<file path="config.mk">
export PLATFORM = sky130hd
export DESIGN_NAME = onehot_strobe_decoder
export DESIGN_NICKNAME = d
export VERILOG_FILES = /design/src/rtl/onehot_strobe_decoder.sv
export SDC_FILE = /design/constraint.sdc
export NUM_CORES = 1
export LEC_CHECK = 0
export CORE_MARGIN = 3
export CORE_UTILIZATION = 43
export DETAILED_ROUTE_END_ITERATION = 10
export PLACE_DENSITY = 0.73
export REMOVE_ABC_BUFFERS = 1
export SYNTH_ARGS = -nofsm -noshare
export SYNTH_HDL_FRONTEND = slang
export SYNTH_SLANG_ARGS = --single-unit
</file>
<file path="constraint.sdc">
create_clock -name clk -period 1.3 [get_ports clk]
set_input_delay 0.195 -clock clk [delete_from_list [all_inputs] [get_ports clk]]
set_output_delay 0.195 -clock clk [all_outputs]
set_load 0.02 [all_outputs]
</file>
<file path="src/rtl/onehot_strobe_decoder.sv">
// Decodes a 3-bit channel code into a one-hot 8-bit strobe held for PULSE_LEN cycles,
// followed by a one-cycle gap with done. Optional DEC_ABORT_EN adds an abort input.
module onehot_strobe_decoder #(
    parameter int unsigned PULSE_LEN = 4,
    localparam int unsigned CNT_W = $clog2(PULSE_LEN + 1)
) (
    input  logic       clk,
    input  logic       rst_n,
    input  logic [2:0] code,
    input  logic       valid,
`ifdef DEC_ABORT_EN
    input  logic       abort,
`endif
    output logic       ready,
    output logic [7:0] o,
    output logic       busy,
    output logic       done
);

    typedef enum logic [1:0] {
        IDLE   = 2'd0,
        ACTIVE = 2'd1,
        GAP    = 2'd2
    } state_t;

    state_t           state_q, state_d;
    logic [CNT_W-1:0] cnt_q, cnt_d;
    logic [2:0]       code_q, code_d;
    logic [7:0]       o_d;
    logic             done_d;
    logic             end_strobe;

    // State register plus registered strobe and done.
    always_ff @(posedge clk or negedge rst_n) begin
        if (!rst_n) begin
            state_q <= IDLE;
            cnt_q   <= '0;
            code_q  <= 3'd0;
            o       <= 8'h00;
            done    <= 1'b0;
        end else begin
            state_q <= state_d;
            cnt_q   <= cnt_d;
            code_q  <= code_d;
            o       <= o_d;
            done    <= done_d;
        end
    end

    // Strobe ends on the last counted cycle, or early when aborted.
`ifdef DEC_ABORT_EN
    assign end_strobe = (cnt_q == '0) || abort;
`else
    assign end_strobe = (cnt_q == '0);
`endif

    // Next-state and next-output logic; o/done are computed for the cycle after the edge.
    always_comb begin
        state_d = state_q;
        cnt_d   = cnt_q;
        code_d  = code_q;
        o_d     = 8'h00;
        done_d  = 1'b0;
        case (state_q)
            IDLE: begin
                if (valid) begin
                    state_d = ACTIVE;
                    code_d  = code;
                    cnt_d   = CNT_W'(PULSE_LEN - 1);
                    o_d     = 8'h80 >> code;
                end
            end
            ACTIVE: begin
                if (end_strobe) begin
                    state_d = GAP;
                    cnt_d   = '0;
                    done_d  = 1'b1;
                end else begin
                    cnt_d = cnt_q - CNT_W'(1);
                    o_d   = 8'h80 >> code_q;
                end
            end
            GAP: begin
                state_d = IDLE;
            end
            default: begin
                state_d = IDLE;
                cnt_d   = '0;
            end
        endcase
    end

    assign ready = (state_q == IDLE);
    assign busy  = (state_q != IDLE);

endmodule

</file>
==> impl.org <==
** Finish
- Final design utilization :: roughly three quarters
- The net count of the finished layout is 108.
- Compared with the post-synthesis result, the final layout area differs by 50.24%.
- 0 antenna diodes ended up in the layout.
- Non-filler cells in the finished layout :: around 120
- Cells with a size suffix above 1 make up a little over two fifths of the layout.

** Clock tree
- Insertion delay to the later sink of the worst-skew pair :: 0.28 ns
- TritonCTS built the clock tree.
- The clock net in this run drives a total of 17 sinks.
- Clock tree synthesis inserted a total of 3 buffers.
- Counting along the longest clock path gives a buffer depth of 2.
- In this run the number of H-tree levels came out at 1.
- After clock tree synthesis, the flow added hold-fix buffers numbering 0.
- The root buffer cell chosen for the clock tree is sky130_fd_sc_hd__clkbuf_4.
- Clock edge transition at the registers on the reported setup and hold paths :: roughly 0.090 ns

** Routing
- Dividing the detail-routed wire length by the instance count gives approximately 14 um.
- Number of detailed-route iterations in the first pass :: 4
- Across all layers, the routed design uses around 620 vias.
- After detailed routing, the number of remaining DRC violations is 0.
- After detailed routing, the total wire length is between 1.5 and 2 mm.
- Using the TritonRoute via totals, the vias-per-cell ratio works out to roughly 5.1.
- The first routing iteration left 8 violations.
- The count of nets left with antenna violations once routing finished came out at 0.

** Floorplan
- The die covers between 2000 and 2500 sq um.
- CORE AREA :: approximately 1600 sq um
- After floorplanning, the core was divided into 14 placement rows.
- Starting Density :: about 49%
- In this run the vertical extent of the chip is 48.51 um.
- Horizontal die dimension :: approximately 49 um
- Top-level I/O count :: 17

** STA
- Final setup slack of the worst path :: -0.07229 ns
- Setup repair after global routing could not meet its margin everywhere.
- For the pin with the worst max-slew slack, the measured transition is 0.2720 ns.
- Clock skew on the completed layout was measured at between 0.003 and 0.004 ns.
- Max Slew Vio Count :: 0
- Highest clock rate :: approximately 730 MHz
- Headroom to the max-slew limit came out at a little over 80%.
- Post-Route Hold Slack :: about 0.24 ns
- The number of endpoints with negative hold slack in the final report came to 0.
- Clock period minus final worst setup slack :: 1.372 ns
- Setup violations remaining at the end of the flow were counted as 10.
- Final critical-path share of the clock period :: 105.6%

** Synth
- Synthesized instance count :: 66
- After synthesis, flip-flops and latches occupy 54.75% of the total area.
- sky130_fd_sc_hd__dfrtp_1 takes more of the synthesized area than any other cell.
- In the synthesized netlist the async set-or-reset flop fraction comes to 100.0%.
- Yosys cell types :: 25
- Most frequently used cell type in the post-synthesis netlist :: sky130_fd_sc_hd__dfrtp_1
- Most frequent cells after synthesis :: sky130_fd_sc_hd__dfrtp_1, sky130_fd_sc_hd__nand2b_1, sky130_fd_sc_hd__o22ai_1
- For this run, the number of Yosys warnings is 0.
- Synth area leaders :: sky130_fd_sc_hd__dfrtp_1, sky130_fd_sc_hd__nand2b_1, sky130_fd_sc_hd__o22ai_1
- The top cell type by area accounts for between 50% and 60% of the synthesized area.
- After synthesis the netlist holds a flip-flop and latch count of 17.
- Average cell area after synthesis :: ~12 sq um
- Dominant register cell in the synthesized netlist :: sky130_fd_sc_hd__dfrtp_1
- Post-synth EDFFs :: 0
- In this run the cell area of the synthesized design comes to between 700 and 800 sq um.

** Setup path
- The most critical setup path has its endpoint at o[3].
- Origin of the worst setup path :: cnt_q[1]
- Setup slack on the worst reg-to-reg path comes out at -0.07 ns.
- Depth of the most critical reg-to-reg path :: 5
- The worst setup path is captured at a flop.
- Worst Path Buf+Inv :: 0
- The worst setup path is of the flop to flop kind.
- CP Data Required Time :: ~1.5 ns
- CP cell instances :: nor2_2 > ha_2 > nand2b_4 > or3b_4 > o32ai_2
- Origin of the critical flop-to-flop path :: cnt_q[1]
- In this run the critical register-to-register path is captured at o[3].
- In this design, the stage delay of the slowest critical-path cell is 0.41 ns.
- Category of cells accounting for the largest share of critical-path delay :: simple AND/OR/NAND/NOR gates
- Crit-path slowest cell :: sky130_fd_sc_hd__or3b_4
- Startpoint kind of the worst setup timing path :: flop
- Highest fanout seen on the critical path :: 4
- Arr. time, crit path :: between 1.5 and 2 ns
- The critical path runs through a total of 5 cells.

** Worst hold path
- Type of the most critical hold path :: primary input to async pin

** Run status
- The final reports fail on negative setup slack.
- The flow ran to the end, but the final reports show violations.

** Power and ir drop
- Net Sw Frac :: between 30% and 40%
- Combinational cells account for 57.6% of the total power.
- Sequential fraction of design power :: approximately 32%
- In this run the power spent charging and discharging nets is 0.9596 mW.
- Summed over all cells, the static leakage comes to ~0.56 nW.
- IR analysis of the VDD net gives a maximum drop of 1.173 mV.
- Power density of the placed cells :: about 2200 nW/um^2
- Cell internal power was estimated by the tool at 1.615 mW.
- The share of total power dissipated in the clock network is between 10% and 20%.

** Placed design
- After detailed placement, the design holds a cell count of 113.
- Count of input and output buffers :: 16
- Worst setup slack before clock tree synthesis :: -0.1957 ns
- Weighted congestion at the end of routability-driven global placement :: between 0.7 and 0.8
- Estimated wirelength of the detail-placed design :: between 1 and 1.5 mm

** GRT
- Initial antenna violation count :: 0
- For met1 alone, demand over resource in global routing was roughly 18%.
- Residual overflow from global routing :: 0
- GR met2 Demand/Resource :: 25.92%
- In this run the most used layer during global routing was met2.
- Met3 Usage GRT :: under 10%
- The first global-routing pass estimated 2.642 mm of wire.
- Overall fraction of global-route tracks in use :: about 15%
- Number of global-route vias before repair :: about 590
- Entering global routing, the biggest net connects 18 pins.

** Flow run
- Max-cap violations in this run came to 0.
-- sequential cells by signal (all words and copies together), names as in the netlist --
name and cells:
state_q 2, done 1, cnt_q 3, o 8
code_q 3
-- timing repair --
action                                  4_1_cts  5_1_grt
gates resized for setup                      34        7
hold endpoints to repair                      0        0
setup buffers                                 1        5
pin swaps                                     6        4
endpoints found under the setup margin       22       14
-- kinds of logic after synthesis --
kind of cell,synth area share (%)
compound gates,16.42
fa+ha+maj,3.220
buf+inv,4.026
flops,54.75
mux,2.898
simple gates,18.68
-- worst reg2reg max path, stage by stage (launching register included) --
cell and delay [ns]:
sky130_fd_sc_hd__dfrtp_1 0.37, sky130_fd_sc_hd__nor2_2 0.06, sky130_fd_sc_hd__ha_2 0.17, sky130_fd_sc_hd__nand2b_4 0.15, sky130_fd_sc_hd__or3b_4 0.41, sky130_fd_sc_hd__o32ai_2 0.11
-- power groups by stage --
stage | combinational, mW | clock, mW | sequential, mW
finish | 1.48 | 0.268 | 0.823
floorplan | 0.527 | 0 | 0.945
CTS | 1.29 | 0.276 | 0.807
global placement | 1.14 | 0 | 0.800
detailed placement | 1.17 | 0 | 0.812
global route | 1.58 | 0.304 | 0.857
-- stage by stage --
step	power [mW]	area, sq um	setup TNS, ns
floorplan	1.471	764.5	-0.4395
global placement	1.940	1022	-1.339
detailed placement	1.982	1022	-1.441
CTS	2.377	1102	-0.3897
global route	2.742	1167	-1.201
finish	2.574	1167	-0.3820
-- layer usage --
layer  share of wire (%)  routed length [um]  vias up
li1                    -                   -      300
met1                  44                 770      308
met2                  52                 917       12
met3                 3.0                  53        4
met4                 1.5                  27        0
met5                   0                   0        -
-- worst min-delay path by stage --
stage / from / endpoint / slack (ns) / depth (start not counted)
after floorplan: rst_n / cnt_q[0] / -0.10 / 0
after global placement: code_q[2] / code_q[2] / 0.48 / 1
after detailed placement: code_q[2] / code_q[2] / 0.51 / 1
after CTS: rst_n / state_q[0] / 0.24 / 2
after global routing: rst_n / cnt_q[2] / 0.26 / 2
final: rst_n / state_q[0] / 0.24 / 2
-- cells in the final DEF (no fill, tap or decap), types with 2 or more instances in the layout --
cell / n
sky130_fd_sc_hd__clkbuf_4: 3
sky130_fd_sc_hd__nand2b_1: 5
sky130_fd_sc_hd__o32ai_2: 2
sky130_fd_sc_hd__dlygate4sd2_1: 9
sky130_fd_sc_hd__mux2_4: 2
sky130_fd_sc_hd__inv_1: 4
sky130_fd_sc_hd__clkdlybuf4s50_1: 5
sky130_fd_sc_hd__o22ai_2: 5
sky130_fd_sc_hd__dfrtp_1: 17
sky130_fd_sc_hd__and3b_1: 2
sky130_fd_sc_hd__nand2b_4: 2
sky130_fd_sc_hd__o21a_1: 2
sky130_fd_sc_hd__o21ai_0: 3
sky130_fd_sc_hd__buf_6: 5
sky130_fd_sc_hd__buf_4: 12
sky130_fd_sc_hd__nand2_1: 3
-- area by class of cell --
cell class / count / area (sq um)
multi-input cells: 42 / 391.6
repair buffers: 31 / 275.3
clock buffers: 4 / 26.28
well taps: 24 / 30.03
inverters: 5 / 18.77
fillers: 115 / 426.7
flip-flops and latches: 17 / 425.4
(Power assumes the default switching activity.)
==> patch 1 (same flow settings) <==
The 3 states of `state_t` get a one-hot encoding in 3 bits.
--- a/src/rtl/onehot_strobe_decoder.sv
+++ b/src/rtl/onehot_strobe_decoder.sv
@@ -18,8 +18,8 @@
 );
 
-    typedef enum logic [1:0] {
-        IDLE   = 2'd0,
-        ACTIVE = 2'd1,
-        GAP    = 2'd2
+    typedef enum logic [2:0] {
+        IDLE   = 3'b001,
+        ACTIVE = 3'b010,
+        GAP    = 3'b100
     } state_t;
 
Function: same outputs for any inputs over 10 cycles, from zero or initial values and one cycle with rst_n low; not proved beyond that.
==> patch 1 against the unedited design <==
The flow still finishes with violations (negative setup slack). Cell area up 22%. Routed wire length up 25%. Register-to-register slack worse by 170 ps. Sequential cell count up 1. Clock power up 32%. Sequential power up 2%. Total power up 14%. Final cell count up 17%. Synthesized area up 10%. Worst setup slack worse by 190 ps. Largest cell class is now multi-input gates.
==> patch 1: results (changes against the unedited design) <==
Clock Latency Late Sink -> 300 ps (+20 ps)
crit path DAT -> 1370 ps (-190 ps)
post-synthesis compound-gate area fraction -> 13.9% (-2.6 points)
Crit Path Max Fanout -> 3 (-1)
post-CTS setup buffer count -> 5 (+4)
post-synthesis cell type count -> 30 (+20%)
violated checks -> negative setup slack
Worst Tran Pin Value -> 370 ps (+97.9 ps)
Synth Area in Adders -> 2.92% (-0.30 points)
Worst path max stage delay -> 570 ps (+160 ps)
Slowest cell on crit path -> dfstp_2
final setup fails -> 18 (+8)
switching power share of the total -> 37.6% (+0.37 points)
Pwr Density -> 2070 mW/mm2 (-6.3%)
largest cells by area after synthesis -> dfrtp_1 (50%), o22ai_1 (4.4%), nand2b_1 (3.6%)
Hold Path Class -> in -> async
final worst-path setup slack -> -263 ps (-191 ps)
logic gate share of total power -> 59.4% (+1.8 points)
# port buffers -> 16 (unchanged)
mux share of post-synthesis cell area -> 2.63% (-0.27 points)
cells after synthesis -> 75 (+14%)
first-pass GRT wire length -> 3550 um (+34%)
detailed placer's ending HPWL -> 1440 um (+31%)
Final GP Congestion -> 0.796 (+6.9%)
Static Leak -> 0.678 nW (+20%)
ratio of cells with drive above 1 in the final layout -> 50.4% (+8.0 points)
largest net degree at the start of global routing -> 19 (+1)
DR iter-0 viols -> 6 (-2)
Via Count -> 744 (+19%)
IR drop worst, VDD -> 0.00137 V (+17%)
non-filler cells in the finished layout -> 144 (+17%)
Final Skew -> 1.49 ps (-2.16 ps)
hold_buf cts -> 0 (unchanged)
status -> complete, but fails checks
sequential fraction of the synthesis area -> 52.7% (-2.0 points)
routed len/inst -> 15.4 um (+7.0%)
most frequent cells after synthesis -> dfrtp_1 (17), inv_1 (6), o22ai_1 (6)
cts repair resizes -> 40 (+18%)
vias in the first global route -> 755 (+28%)
Worst-path clk slew -> 110 ps (+20 ps)
Total Routing Usage GR -> 18.7% (+4.2 points)
Clk power -> 354 uW (+32%)
-- patch 1: logic make-up (layout without fill, tap and decap cells) --
logic type / after synthesis / in the layout
AO/OA/AOI/OAI: 17 / 17
adder cells (fa/ha/maj): 2 / 2
buffers and inverters: 7 / 51
flip-flops: 18 / 18
multiplexers: 2 / 2
AND/OR/NAND/NOR: 29 / 29
-- patch 1: path summary, 6_finish.rpt --
path | from | to | slack [ps] | cells after the start
worst max-delay path | state_q[0] | busy | -260 | 3
worst max register to register | state_q[0] | code_q[0] | -240 | 4
min in group clk | code[2] | o[2] | 580 | 3
worst min register to register | code_q[2] | o[5] | 600 | 1
worst min-delay path | rst_n | o[7] | 210 | 2
max in group asynchronous | rst_n | state_q[0] | 840 | 2
-- patch 1: area by class of cell --
cell class              instances  area, um2
flip-flops and latches         18        452
inverters                       6       22.5
clock buffers                   4       36.3
well taps                      25       31.3
repair buffers                 41        367
multi-input cells              50        514
fillers                       123        379
-- patch 1: stage by stage --
stage | instance area, um2 | hold slack, ps | utilization [%] | worst slack (ps) | setup TNS (ps)
after CTS | 1320 | 224 | 73.0 | -240 | -2960
after floorplan | 850 | -101 | - | -815 | -9230
after global placement | 1170 | 527 | 64.7 | -377 | -4890
after global routing | 1420 | 203 | 79.0 | -354 | -4760
after detailed placement | 1170 | 538 | 64.7 | -499 | -6210
final | 1420 | 208 | 79.0 | -263 | -3020
-- patch 1: routing by layer --
layer | track usage [%] | wire (um) | vias to the layer above
met4 | 6.73 | 80 | 0
met5 | 0 | 0 | -
met3 | 2.67 | 71 | 10
li1 | - | - | 350
met2 | 32.2 | 1130 | 21
met1 | 23.7 | 931 | 363
-- patch 1: critical path: cells and delay by family (launching register included) --
family / cells / cell delay, ps
flops: 1 / 570
simple gates: 1 / 270
buf+inv: 2 / 230
==> patch 2 (config.mk and constraints unchanged) <==
Made on the original files. `PULSE_LEN`: 4 -> 8.
--- a/src/rtl/onehot_strobe_decoder.sv
+++ b/src/rtl/onehot_strobe_decoder.sv
@@ -2,5 +2,5 @@
 // followed by a one-cycle gap with done. Optional DEC_ABORT_EN adds an abort input.
 module onehot_strobe_decoder #(
-    parameter int unsigned PULSE_LEN = 4,
+    parameter int unsigned PULSE_LEN = 8,
     localparam int unsigned CNT_W = $clog2(PULSE_LEN + 1)
 ) (
Behaviour: not the same (a bounded check fails within 10 cycles, from zero or initial values and one cycle with rst_n low).
==> patch 2 against the unedited design <==
The run still ends with negative setup slack left. Routed wire length up 28%. First-iteration DRC count rose to 2.5 times the old value. Sequential cell count is 1 higher. Worst setup slack got worse by 89 ps. Synthesized cell count rose by 4.5%. Count of clock-buffer cells in the layout is the same. Maximum frequency decreased by 6.1%. Global-route usage rose by 3.7 points. Total power grew 23%. Non-clock buffer count grew 6. Synthesized area rose by 3.4%. Worst hold slack got worse by 24 ps. Cell area grew 12%. Largest cell class unchanged. Largest power group unchanged. Highest routed layer unchanged.
==> patch 2: results (changes against the unedited design) <==
IR drop worst, VDD -> 0.00160 V (+36%)
Final Skew -> 2.21 ps (-1.43 ps)
final worst-path setup slack -> -162 ps (-89.2 ps)
first-pass GRT wire length -> 3280 um (+24%)
# fillers -> 91 (-21%)
top flop regs -> o (8), cnt_q (4), code_q (3)
final setup fails -> 17 (+7)
crit path DAT -> 1630 ps (+70 ps)
Final GP Congestion -> 0.829 (+11%)
routed len/inst -> 16.9 um (+18%)
sequential fraction of the synthesis area -> 56.1% (+1.3 points)
Worst Tran Pin Value -> 395 ps (+123 ps)
DR iter-0 viols -> 20 (+12)
largest cells by area after synthesis -> dfrtp_1 (56%), o32ai_1 (4.4%), nand2_1 (3.3%)
Crit Path Max Fanout -> 6 (+2)
status -> complete, but fails checks
ratio of cells with drive above 1 in the final layout -> 48.2% (+5.8 points)
violated checks -> negative setup slack
clk buf depth -> 2 (unchanged)
detailed placer's ending HPWL -> 1160 um (+6.4%)
most frequent cells after synthesis -> dfrtp_1 (18), nand2_1 (7)
Via Count -> 741 (+19%)
Power Internal -> 1.88 mW (+16%)
vias in the first global route -> 706 (+20%)
vias per inst -> 5.53 (+9.0%)
FFs w/ async S/R, synth -> 100% (unchanged)
largest net degree at the start of global routing -> 19 (+1)
Total Routing Usage GR -> 18.2% (+3.7 points)
cells after synthesis -> 69 (+4.5%)
final net count -> 119 (+10%)
Worst-path clk slew -> 110 ps (+20 ps)
[patch 2: changes by cell type after synthesis, sizes merged, moves of 2 or more]
cell    delta
o21ai      -2
o22ai      -2
o21a       -2
o32ai      +2
buf        -2
nand2      +4
nand2b     -3
nand3      +3
and3b      -2
nor2b      +2
[patch 2: final cells by class]
class | count | share of cell area (%)
timing repair buffer | 37 | 24.6
multi-input combinational | 46 | 34.3
inverter | 5 | 1.44
sequential | 18 | 34.6
tap | 24 | 2.31
clock buffer | 4 | 2.79
[patch 2: cell families after synthesis]
logic type	count (synthesis)	share of synthesized area (%)
flops	18	56.1
compound gates	15	13.4
mux	2	2.80
simple gates	27	22.3
fa+ha+maj	2	3.11
buf+inv	5	2.34
[patch 2: routing by layer]
metal / GRT usage, % / wire length [um] / vias up / part of all wire, %
met1: 24.1 / 973 / 364 / 43
met3: 2.75 / 133 / 4 / 5.9
met2: 28.1 / 1130 / 36 / 50
met5: 0 / 0 / - / 0
li1: - / - / 337 / -
met4: 10.4 / 35 / 0 / 1.5
[patch 2: repair_timing]
action | CTS | global route
hold endpoints to repair | 0 | 0
gates resized for setup | 37 | 10
endpoints found under the setup margin | 27 | 20
setup buffers | 4 | 3
pin swaps | 13 | 7
[patch 2: path summary, 6_finish.rpt]
check | from | to | slack (ps) | cells after the start
setup / recovery | cnt_q[0] | o[0] | -160 | 5
hold reg to reg | code_q[0] | code_q[0] | 620 | 1
setup reg to reg | cnt_q[0] | o[0] | -160 | 5
min in group clk | code[2] | o[5] | 540 | 2
hold / removal | rst_n | state_q[0] | 220 | 2
max in group asynchronous | rst_n | o[6] | 900 | 2
[patch 2: worst max-delay path, cell delays in order (launching register included)]
cell and delay (ps):
dfrtp_1 420, inv_2 90, ha_4 120, or3b_4 450, nand3_4 150, o22ai_1 110
[patch 2: through the flow]
step,power (mW),util (%),instance area (um2),setup slack [ps],setup TNS [ps]
after floorplan,1.68,-,803,-71.8,-330
after global placement,2.30,67.4,1100,-201,-1940
after detailed placement,2.33,67.4,1100,-202,-2110
after CTS,2.90,75.9,1240,-107,-1170
after global routing,3.35,80.0,1300,-201,-2650
final,3.18,80.0,1300,-162,-1740
[patch 2: power groups by stage]
stage / registers [mW] / logic [mW] / clock network (mW)
after floorplan: 1.05 / 0.622 / 0
after global placement: 0.899 / 1.40 / 0
after detailed placement: 0.909 / 1.42 / 0
after CTS: 0.926 / 1.62 / 0.352
after global routing: 0.977 / 2.00 / 0.370
final: 0.944 / 1.89 / 0.343
